### src/rtl/prf_release_queue.sv
// Commit-side release queue for the integer free list.
// Packs stale PRFs from commit and drains them oldest first.
module prf_release_queue #(
  parameter int PRF_INDEX_SIZE = 6,
  parameter int COMMIT_WIDTH   = 4,
  parameter int RENAME_WIDTH   = 4,
  parameter int DEPTH          = 16
) (
  input  logic                  clock,
  input  logic                  reset,
  input  logic                  recover,
  input  logic [COMMIT_WIDTH-1:0] commit_valid,
  input  logic [COMMIT_WIDTH-1:0][PRF_INDEX_SIZE-1:0] commit_prf,
  output logic                  commit_ready,
  output logic [RENAME_WIDTH-1:0] prf_replace_valid,
  output logic [RENAME_WIDTH-1:0][PRF_INDEX_SIZE-1:0] prf_replace,
  output logic [$clog2(DEPTH+1)-1:0] count,
  output logic                  overflow
);

  localparam int PW = $clog2(DEPTH);
  localparam int CW = $clog2(DEPTH+1);
  localparam int AW = $clog2(COMMIT_WIDTH+1);
  localparam int NW = $clog2(RENAME_WIDTH+1);

  logic [PRF_INDEX_SIZE-1:0] mem_q [DEPTH];
  logic [PRF_INDEX_SIZE-1:0] mem_d [DEPTH];
  logic [PW-1:0] head_q, head_d;
  logic [PW-1:0] tail_q, tail_d;
  logic [CW-1:0] count_q, count_d;
  logic          overflow_q, overflow_d;
  logic [AW-1:0] acc;
  logic [NW-1:0] n;
  logic [PW-1:0] rd_idx;
  logic [PW-1:0] wr_idx;

  assign count        = count_q;
  assign overflow     = overflow_q;
  assign commit_ready = count_q <= CW'(DEPTH - COMMIT_WIDTH);

  always_comb begin
    n = '0;
    rd_idx = '0;
    prf_replace_valid = '0;
    prf_replace = '0;
    if (!recover) begin
      if (count_q >= CW'(RENAME_WIDTH)) n = NW'(RENAME_WIDTH);
      else n = NW'(count_q);
    end
    for (int i = 0; i < RENAME_WIDTH; i++) begin
      rd_idx = head_q + PW'(i);
      if (NW'(i) < n) begin
        prf_replace_valid[i] = 1'b1;
        prf_replace[i] = mem_q[rd_idx];
      end
    end
  end

  // Zero is the hardwired register and is never returned to the free list.
  always_comb begin
    acc = '0;
    wr_idx = '0;
    mem_d = mem_q;
    if (commit_ready) begin
      for (int i = 0; i < COMMIT_WIDTH; i++) begin
        if (commit_valid[i] && commit_prf[i] != '0) begin
          wr_idx = tail_q + PW'(acc);
          mem_d[wr_idx] = commit_prf[i];
          acc = acc + AW'(1);
        end
      end
    end
    overflow_d = overflow_q | ((|commit_valid) & ~commit_ready);
    head_d  = head_q + PW'(n);
    tail_d  = tail_q + PW'(acc);
    count_d = count_q + CW'(acc) - CW'(n);
  end

  always_ff @(posedge clock) begin
    if (reset) begin
      head_q     <= '0;
      tail_q     <= '0;
      count_q    <= '0;
      overflow_q <= 1'b0;
      for (int i = 0; i < DEPTH; i++) mem_q[i] <= '0;
    end else begin
      head_q     <= head_d;
      tail_q     <= tail_d;
      count_q    <= count_d;
      overflow_q <= overflow_d;
      mem_q      <= mem_d;
    end
  end

endmodule

### config.mk
export PLATFORM = sky130hd
export DESIGN_NAME = prf_release_queue
export DESIGN_NICKNAME = d
export VERILOG_FILES = /design/src/rtl/prf_release_queue.sv
export SDC_FILE = /design/constraint.sdc
export NUM_CORES = 1
export LEC_CHECK = 0
export ABC_AREA = 1
export CAP_MARGIN = 5
export CORE_MARGIN = 2
export CORE_UTILIZATION = 40
export DETAILED_ROUTE_END_ITERATION = 10
export PLACE_DENSITY = 0.62
export SYNTH_ARGS = -nofsm -noshare
export SYNTH_HDL_FRONTEND = slang
export SYNTH_SLANG_ARGS = --single-unit
### constraint.sdc
create_clock -name clock -period 6.3 [get_ports clock]
set_clock_uncertainty 0.15 [all_clocks]
set_input_delay 1.26 -clock clock [delete_from_list [all_inputs] [get_ports clock]]
set_output_delay 1.26 -clock clock [all_outputs]
set_load 0.05 [all_outputs]
==> summary.log, run 1 <==
qor: sta.max_slew.worst_pin.slew 1260 ps
qor: critical_path.criticalPathCategory flip-flop to primary output
qor: placement.dp_hpwl 44500 microns
qor: yosys.synth_flop_cell sky130_fd_sc_hd__dfxtp_1
qor: layout.layout.cell_area.non_filler 14700 sq um
qor: sta.post-route-period-util 0.835
qor: power.leakagePower 6.52 nW
qor: route.finalWirelength 65200 microns
qor: clocking.h-tree-depth 3
qor: critical_path.path_max_fanout 76
qor: sta.number_of_endpoints_with_negative_hold_slack_in_the_final_report 0
qor: yosys.synthesis.yosys.warnings 0
qor: route.detailedRoute.firstIterationViolations 2430
qor: critical_path.timing.critical_path.cells buf_4, nand2_1, o21ai_0, o21ai_0, o211ai_1, nand2_1, nor2_1, clkdlybuf4s50_1
qor: sta.rsz0062_at_grt no
qor: power.irDropWorstVdd 0.000361 V
qor: route.route.detailed.drc 0
qor: yosys.postSynthNetCount 2631
qor: sta.slew_headroom 0.156
qor: yosys.ys_top_cells_by_area sky130_fd_sc_hd__nand2_1 (23%), sky130_fd_sc_hd__dfxtp_1 (16%), sky130_fd_sc_hd__nor2_1 (11%)
qor: layout.n_antenna_cell 0
qor: clocking.post_cts.resized_instances 0
qor: sta.max_clock_freq 0.190 GHz
qor: placement.placement.io_buffers 65
qor: yosys.synth.ff_latch_count 110
qor: layout.nets 2574
qor: floorplanning.die_width 187 microns
qor: layout.area_growth 9.71%
qor: yosys.synth_enable_flop_cells 0
qor: floorplanning.placementRows 67
qor: yosys.summed_instance_area_of_the_synthesized_netlist 13400 sq um
qor: flow_run.maxCapViolCount 0
qor: layout.post_route_cells_drive_above_1_share 0.0425
qor: clocking.cts_made_buffers 9
qor: sta.layout_min_cycle_time 5260 ps
qor: clocking.clock_tree.root_cell sky130_fd_sc_hd__clkbuf_16
qor: layout.fillerInstances 3796
qor: yosys.postSynthAreaPerCell 5.22 sq um
qor: floorplanning.design.die.area 35000 sq um
qor: critical_path.worstSetupStartpointType flip-flop
qor: critical_path.timing.critical_path.max_delay_family buffers and inverters
qor: floorplanning.floorplan.initialDensity 0.403
qor: route.route.antenna.remaining_nets 0
qor: critical_path.cp_data_arrival_time 3850 ps
qor: route.drt_pre_antenna_iters 8
qor: clocking.clockBufferDepth 2
qor: grt.grt_max_degree 99
qor: run_status.outcome completed
qor: grt.grt_antenna_before_repair 0
qor: clocking.cts_tree done
qor: critical_path.cp_data_required_time 4890 ps
qor: sta.setup_violations 0
qor: placement.post_dp_cell_area 14400 sq um
qor: clocking.total_setup_buffers_inserted_after_cts 0
qor: sta.final.setup.tns 0 ps
qor: route.wl_per_cell 22.0 microns
qor: yosys.syn-instance-count 2567
qor: critical_path.worst_path_buf_inv 2
qor: yosys.yosysUniqueCellTypes 39
qor: grt.grtUsageTotal 0.362
qor: critical_path.worst_setup_path_end_kind primary output
qor: power.powerDensity 437 nW/um^2
qor: clocking.cts.sink_count 110
qor: floorplanning.fp.coreArea 33300 sq um
qor: yosys.synthArstFlopShare 0
qor: grt.grt_first_pass_wirelength 97100 microns
qor: route.post_drt_via_cell_ratio 6.01
qor: yosys.post-synth-top-area-fraction 0.229
qor: yosys.seq_area_frac_synth 0.164
qor: floorplanning.floorplan.io_pins 66
qor: placement.globalplace.congestion 0.985
qor: clocking.holdBufCountCts 0
qor: critical_path.critPathMaxStageDelay 830 ps
qor: yosys.biggest_area_consumer_among_synthesized_cells sky130_fd_sc_hd__nand2_1
qor: grt.first_global_vias 16000
qor: worst_hold_path.holdCritPathClass flip-flop to flip-flop
qor: route.detailroute.via_count 17800
qor: clocking.worst_skew_pair.late_latency 370 ps
qor: floorplanning.floorplan.die.height 187 microns
qor: layout.final_core_util 0.442
qor: clocking.worst_setup_hold_path_clk_slew 80 ps
qor: sta.slew_violations 0
qor: critical_path.reg2reg_slack 2910 ps
qor: critical_path.critPathSlowestCell sky130_fd_sc_hd__clkdlybuf4s50_1
qor: grt.grt_remaining_overflow 0
[state kept, by name, indices dropped and copies added, names as in the netlist]
signal,cells
head_q,4
tail_q,4
overflow,1
count,5
mem_q,96
[cell usage in the layout, fill, tap and decap left out, types with 2 or more instances in the layout]
cell                              count
sky130_fd_sc_hd__clkbuf_16            9
sky130_fd_sc_hd__o211ai_1             5
sky130_fd_sc_hd__fa_1                 6
sky130_fd_sc_hd__dfxtp_1            109
sky130_fd_sc_hd__a21oi_1            103
sky130_fd_sc_hd__o221ai_1             7
sky130_fd_sc_hd__buf_12              14
sky130_fd_sc_hd__nor3_1              32
sky130_fd_sc_hd__clkinv_1             5
sky130_fd_sc_hd__a31oi_1              4
sky130_fd_sc_hd__nand2_1            817
sky130_fd_sc_hd__clkdlybuf4s50_1     47
sky130_fd_sc_hd__nor2_2               8
sky130_fd_sc_hd__o311a_1              3
sky130_fd_sc_hd__nor2_1             405
sky130_fd_sc_hd__clkbuf_1             3
sky130_fd_sc_hd__clkinvlp_4           2
sky130_fd_sc_hd__o21bai_1             4
sky130_fd_sc_hd__or2_2                9
sky130_fd_sc_hd__o21ai_0            144
sky130_fd_sc_hd__xor2_1              10
sky130_fd_sc_hd__nor3_2               4
sky130_fd_sc_hd__o311ai_0             5
sky130_fd_sc_hd__buf_4               51
sky130_fd_sc_hd__a311oi_1            25
sky130_fd_sc_hd__inv_1              163
sky130_fd_sc_hd__nand4_1            180
sky130_fd_sc_hd__nor3b_1              5
sky130_fd_sc_hd__a211oi_1             4
sky130_fd_sc_hd__nand3_1            288
sky130_fd_sc_hd__ha_1                27
[cells by family (layout without fill, tap and decap cells)]
logic type	Yosys count	count (layout)	share of synthesized area
and+or+nand+nor	1753	1753	0.562
buffers and inverters	351	299	0.101
AOI/OAI and AO/OA	307	307	0.130
DFF	110	110	0.164
adders and majority gates	33	33	0.0342
xor gates and xnor gates	12	12	0.00840
muxes	1	1	0.000747
[layer usage]
layer / vias up / wire length [microns] / global-route usage
li1: 8393 / - / -
met1: 8030 / 25100 / 0.458
met2: 1085 / 27400 / 0.550
met3: 291 / 6940 / 0.0612
met4: 0 / 5670 / 0.277
met5: - / 0 / 0
[report_power, final]
part / internal, W / total, W / switching [W]
logic: 0.00138 / 0.00471 / 0.00333
registers: 0.000871 / 0.00110 / 0.000229
clock network: 0.000321 / 0.000615 / 0.000294
total: 0.00258 / 0.00643 / 0.00385
[worst min-delay path, stage by stage, from the launching register on]
cell and delay (ps):
sky130_fd_sc_hd__dfxtp_1 310, sky130_fd_sc_hd__nand2_1 60, sky130_fd_sc_hd__a21oi_1 50
[per-stage QoR]
stage                     worst slack, ps  total power [W]  hold slack (ps)  instances
after floorplan                       339          0.00419              295       2567
final                                1040          0.00643              316       2963
after global placement                842          0.00563              300       2947
after global routing                  824          0.00688              330       2963
after detailed placement              825          0.00568              306       2947
after CTS                            1110          0.00629              319       2963
[synthesized netlist by cell type (3+ instances only)]
cell type / count
sky130_fd_sc_hd__inv_1: 163
sky130_fd_sc_hd__nand4_1: 180
sky130_fd_sc_hd__buf_2: 24
sky130_fd_sc_hd__o221ai_1: 7
sky130_fd_sc_hd__a211oi_1: 4
sky130_fd_sc_hd__o21ai_0: 145
sky130_fd_sc_hd__ha_1: 27
sky130_fd_sc_hd__nor2_1: 405
sky130_fd_sc_hd__nand2_1: 818
sky130_fd_sc_hd__xor2_1: 10
sky130_fd_sc_hd__a31oi_1: 4
sky130_fd_sc_hd__o211ai_1: 5
sky130_fd_sc_hd__nor3b_1: 5
sky130_fd_sc_hd__a311oi_1: 25
sky130_fd_sc_hd__nor3_2: 4
sky130_fd_sc_hd__fa_1: 6
sky130_fd_sc_hd__nand3_1: 289
sky130_fd_sc_hd__nor2_2: 8
sky130_fd_sc_hd__o311a_1: 3
sky130_fd_sc_hd__clkinv_1: 5
sky130_fd_sc_hd__or2_2: 9
sky130_fd_sc_hd__nor3_1: 32
sky130_fd_sc_hd__buf_1: 9
sky130_fd_sc_hd__dfxtp_1: 110
sky130_fd_sc_hd__o21bai_1: 4
sky130_fd_sc_hd__a21oi_1: 103
sky130_fd_sc_hd__o311ai_0: 5
sky130_fd_sc_hd__clkbuf_1: 147
[worst paths after layout]
path / depth (start not counted) / endpoint / from
setup / recovery: 8 / prf_replace[1] / head_q[0]
hold / removal: 2 / mem_q[93] / mem_q[93]
setup reg to reg: 13 / mem_q[71] / tail_q[0]
hold reg to reg: 2 / mem_q[93] / mem_q[93]
[area by class of cell]
cell class              count  area, sq um  share of cell area
clock buffers              13          250              0.0170
clock inverters             3         45.0             0.00306
multi-input cells        2106         9860               0.671
repair buffers            113         1140              0.0774
flip-flops and latches    110         2210               0.150
well taps                 448          561              0.0381
inverters                 170          639              0.0435
No activity file was read; power rests on OpenSTA's default activity.
==> run 2: changes to the inputs <==
- clock period: 6.3 -> 5.1 ns (I/O delays scaled with it)
==> summary.log, run 2 (synthesized netlist as in run 1, its figures left out) <==
qor: power.leakagePower 6.72 nW
qor: critical_path.r2r-end count[4]
qor: layout.mostFrequentLayoutCells sky130_fd_sc_hd__nand2_1 (816), sky130_fd_sc_hd__nor2_1 (405), sky130_fd_sc_hd__nand3_1 (288), sky130_fd_sc_hd__nand4_1 (180), sky130_fd_sc_hd__inv_1 (163)
qor: layout.largest_register_ff_count 96
qor: grt.grt_antenna_before_repair 0
qor: route.wl_per_cell 22.0 microns
qor: clocking.clock_tree.root_cell sky130_fd_sc_hd__clkbuf_16
qor: grt.first_global_vias 16000
qor: floorplanning.floorplan.io_pins 66
qor: critical_path.r2r_start count[3]
qor: grt.grt_remaining_overflow 0
qor: route.routed.top_layer met4
qor: floorplanning.floorplan.die.height 187 microns
qor: grt.grt_max_degree 98
qor: placement.dp_hpwl 45500 microns
qor: critical_path.worstSetupStartpointType input port
qor: clocking.worst_skew_pair.late_latency 400 ps
qor: sta.max_clock_freq 0.207 GHz
qor: layout.nets 2599
qor: route.detailedRoute.firstIterationViolations 2513
qor: critical_path.criticalPathCategory input port to flip-flop
qor: run_status.outcome completed
qor: floorplanning.fp.coreArea 33300 sq um
qor: route.post_drt_via_cell_ratio 6.00
qor: sta.slew_violations 0
qor: layout.layout_commonest_cell sky130_fd_sc_hd__nand2_1
qor: grt.grtUsageTotal 0.368
qor: sta.rsz0062_at_grt no
qor: placement.placement.io_buffers 65
qor: clocking.cts_tree done
qor: layout.post_route_cells_drive_above_1_share 0.0559
qor: power.powerDensity 547 nW/um^2
qor: power.p_total 0.00825 W
qor: clocking.clockBufferDepth 2
qor: clocking.holdBufCountCts 0
qor: floorplanning.design.die.area 35000 sq um
qor: placement.globalplace.congestion 1.00
qor: clocking.worst_setup_hold_path_clk_slew 90 ps
qor: critical_path.cp_data_arrival_time 4910 ps
qor: worst_hold_path.timing.hold.worst.start overflow
qor: critical_path.reg2reg_slack 1620 ps
qor: floorplanning.floorplan.initialDensity 0.403
qor: worst_hold_path.whs_path_depth 2
qor: critical_path.worst_setup_path_end_kind flip-flop
qor: route.wirelength_met1 25900 microns
qor: clocking.h-tree-depth 3
qor: sta.setup_violations 0
qor: route.finalWirelength 65800 microns
qor: layout.area_growth 12.5%
qor: placement.pre_cts_slack -40.8 ps
qor: clocking.cts_made_buffers 9
qor: route.met3WireLength 7180 microns
qor: sta.post-route-period-util 0.946
qor: route.route.detailed.drc 0
qor: clocking.cts.sink_count 110
qor: route.route.antenna.remaining_nets 0
qor: layout.registers.top_by_ff_count mem_q
qor: route.drt_pre_antenna_iters 6
qor: grt.grt_first_pass_wirelength 98400 microns
qor: clocking.total_setup_buffers_inserted_after_cts 0
qor: floorplanning.placementRows 67
qor: critical_path.cp_data_required_time 5190 ps
qor: sta.slew_headroom 0.221
qor: critical_path.worstRegToRegCells 15
qor: route.detailroute.via_count 17900
qor: sta.max_slew.worst_pin.slew 1170 ps
qor: worst_hold_path.holdPathEnd overflow
qor: power.irDropWorstVdd 0.000597 V
qor: sta.layout_min_cycle_time 4820 ps
qor: sta.number_of_endpoints_with_negative_hold_slack_in_the_final_report 0
qor: floorplanning.die_width 187 microns
qor: sta.post_layout_worst_setup_margin 276 ps
qor: flow_run.maxCapViolCount 0
qor: clocking.post_cts.resized_instances 0
qor: layout.n_antenna_cell 0
qor: route.met2WireLength 27500 microns
qor: critical_path.path_max_fanout 3
qor: worst_hold_path.holdCritPathClass flip-flop to flip-flop
==> run 2: cell count changes in the layout (fill, tap and decap cells not counted), moves of 2 or more <==
cell	before	now
sky130_fd_sc_hd__clkinvlp_4	2	0
sky130_fd_sc_hd__clkdlybuf4s50_1	47	42
sky130_fd_sc_hd__clkinv_4	0	2
sky130_fd_sc_hd__buf_12	14	27
sky130_fd_sc_hd__buf_4	51	68
sky130_fd_sc_hd__clkbuf_1	3	1
==> run 2: critical path: stages <==
cell and delay, ps:
sky130_fd_sc_hd__clkdlybuf4s50_1 570, sky130_fd_sc_hd__nor2_1 150, sky130_fd_sc_hd__nand3_1 120, sky130_fd_sc_hd__nand2_1 110
sky130_fd_sc_hd__inv_1 60, sky130_fd_sc_hd__ha_1 290, sky130_fd_sc_hd__xor2_1 180, sky130_fd_sc_hd__inv_1 90
sky130_fd_sc_hd__ha_1 140, sky130_fd_sc_hd__inv_1 50, sky130_fd_sc_hd__o21ai_0 150, sky130_fd_sc_hd__nand2_1 70
sky130_fd_sc_hd__nor2_1 260, sky130_fd_sc_hd__inv_1 210, sky130_fd_sc_hd__fa_1 510, sky130_fd_sc_hd__inv_1 40
sky130_fd_sc_hd__ha_1 320, sky130_fd_sc_hd__nand2_1 70, sky130_fd_sc_hd__nor2_1 40, sky130_fd_sc_hd__a211oi_1 240
sky130_fd_sc_hd__nand2_1 70, sky130_fd_sc_hd__nor3b_1 140
==> run 2: metrics by stage <==
step | instances | TNS (ps) | utilization | hold WS [ps] | instance area, sq um
after CTS | 2988 | 0 | 0.453 | 317 | 15100
after global routing | 2988 | 0 | 0.453 | 333 | 15100
final | 2988 | 0 | 0.453 | 316 | 15100
after detailed placement | 2972 | -60.5 | 0.443 | 304 | 14800
after global placement | 2972 | -27.4 | 0.443 | 303 | 14800
after floorplan | 2567 | 0 | - | 295 | 13400
==> run 2: area by class of cell <==
type	count	area, sq um
multi-input combinational	2106	9870
timing repair buffer	138	1480
tap	448	561
inverter	170	639
clock buffer	11	243
fill	3723	18200
sequential	110	2210
clock inverter	5	82.6
==> run 2: worst max path at each step <==
| stage | to | slack, ps | start |
|---|---|---|---|
| after floorplan | prf_replace[12] | 350 | count[3] |
| after global placement | count[4] | -30 | commit_prf[7] |
| after detailed placement | count[4] | -40 | commit_prf[7] |
| after CTS | count[4] | 360 | commit_prf[7] |
| after global routing | count[4] | 20 | commit_prf[7] |
| final | count[4] | 280 | commit_prf[7] |
==> run 2: metal layers <==
metal / GRT usage / vias up
li1: - / 8442
met1: 0.473 / 8111
met2: 0.547 / 1127
met3: 0.0799 / 250
met4: 0.261 / 0
met5: 0 / -
==> run 2: report_power, final <==
part           total, W  switching [W]  internal [W]
Clock          0.000842       0.000396      0.000446
Sequential      0.00136       0.000287       0.00108
Combinational   0.00605        0.00420       0.00185
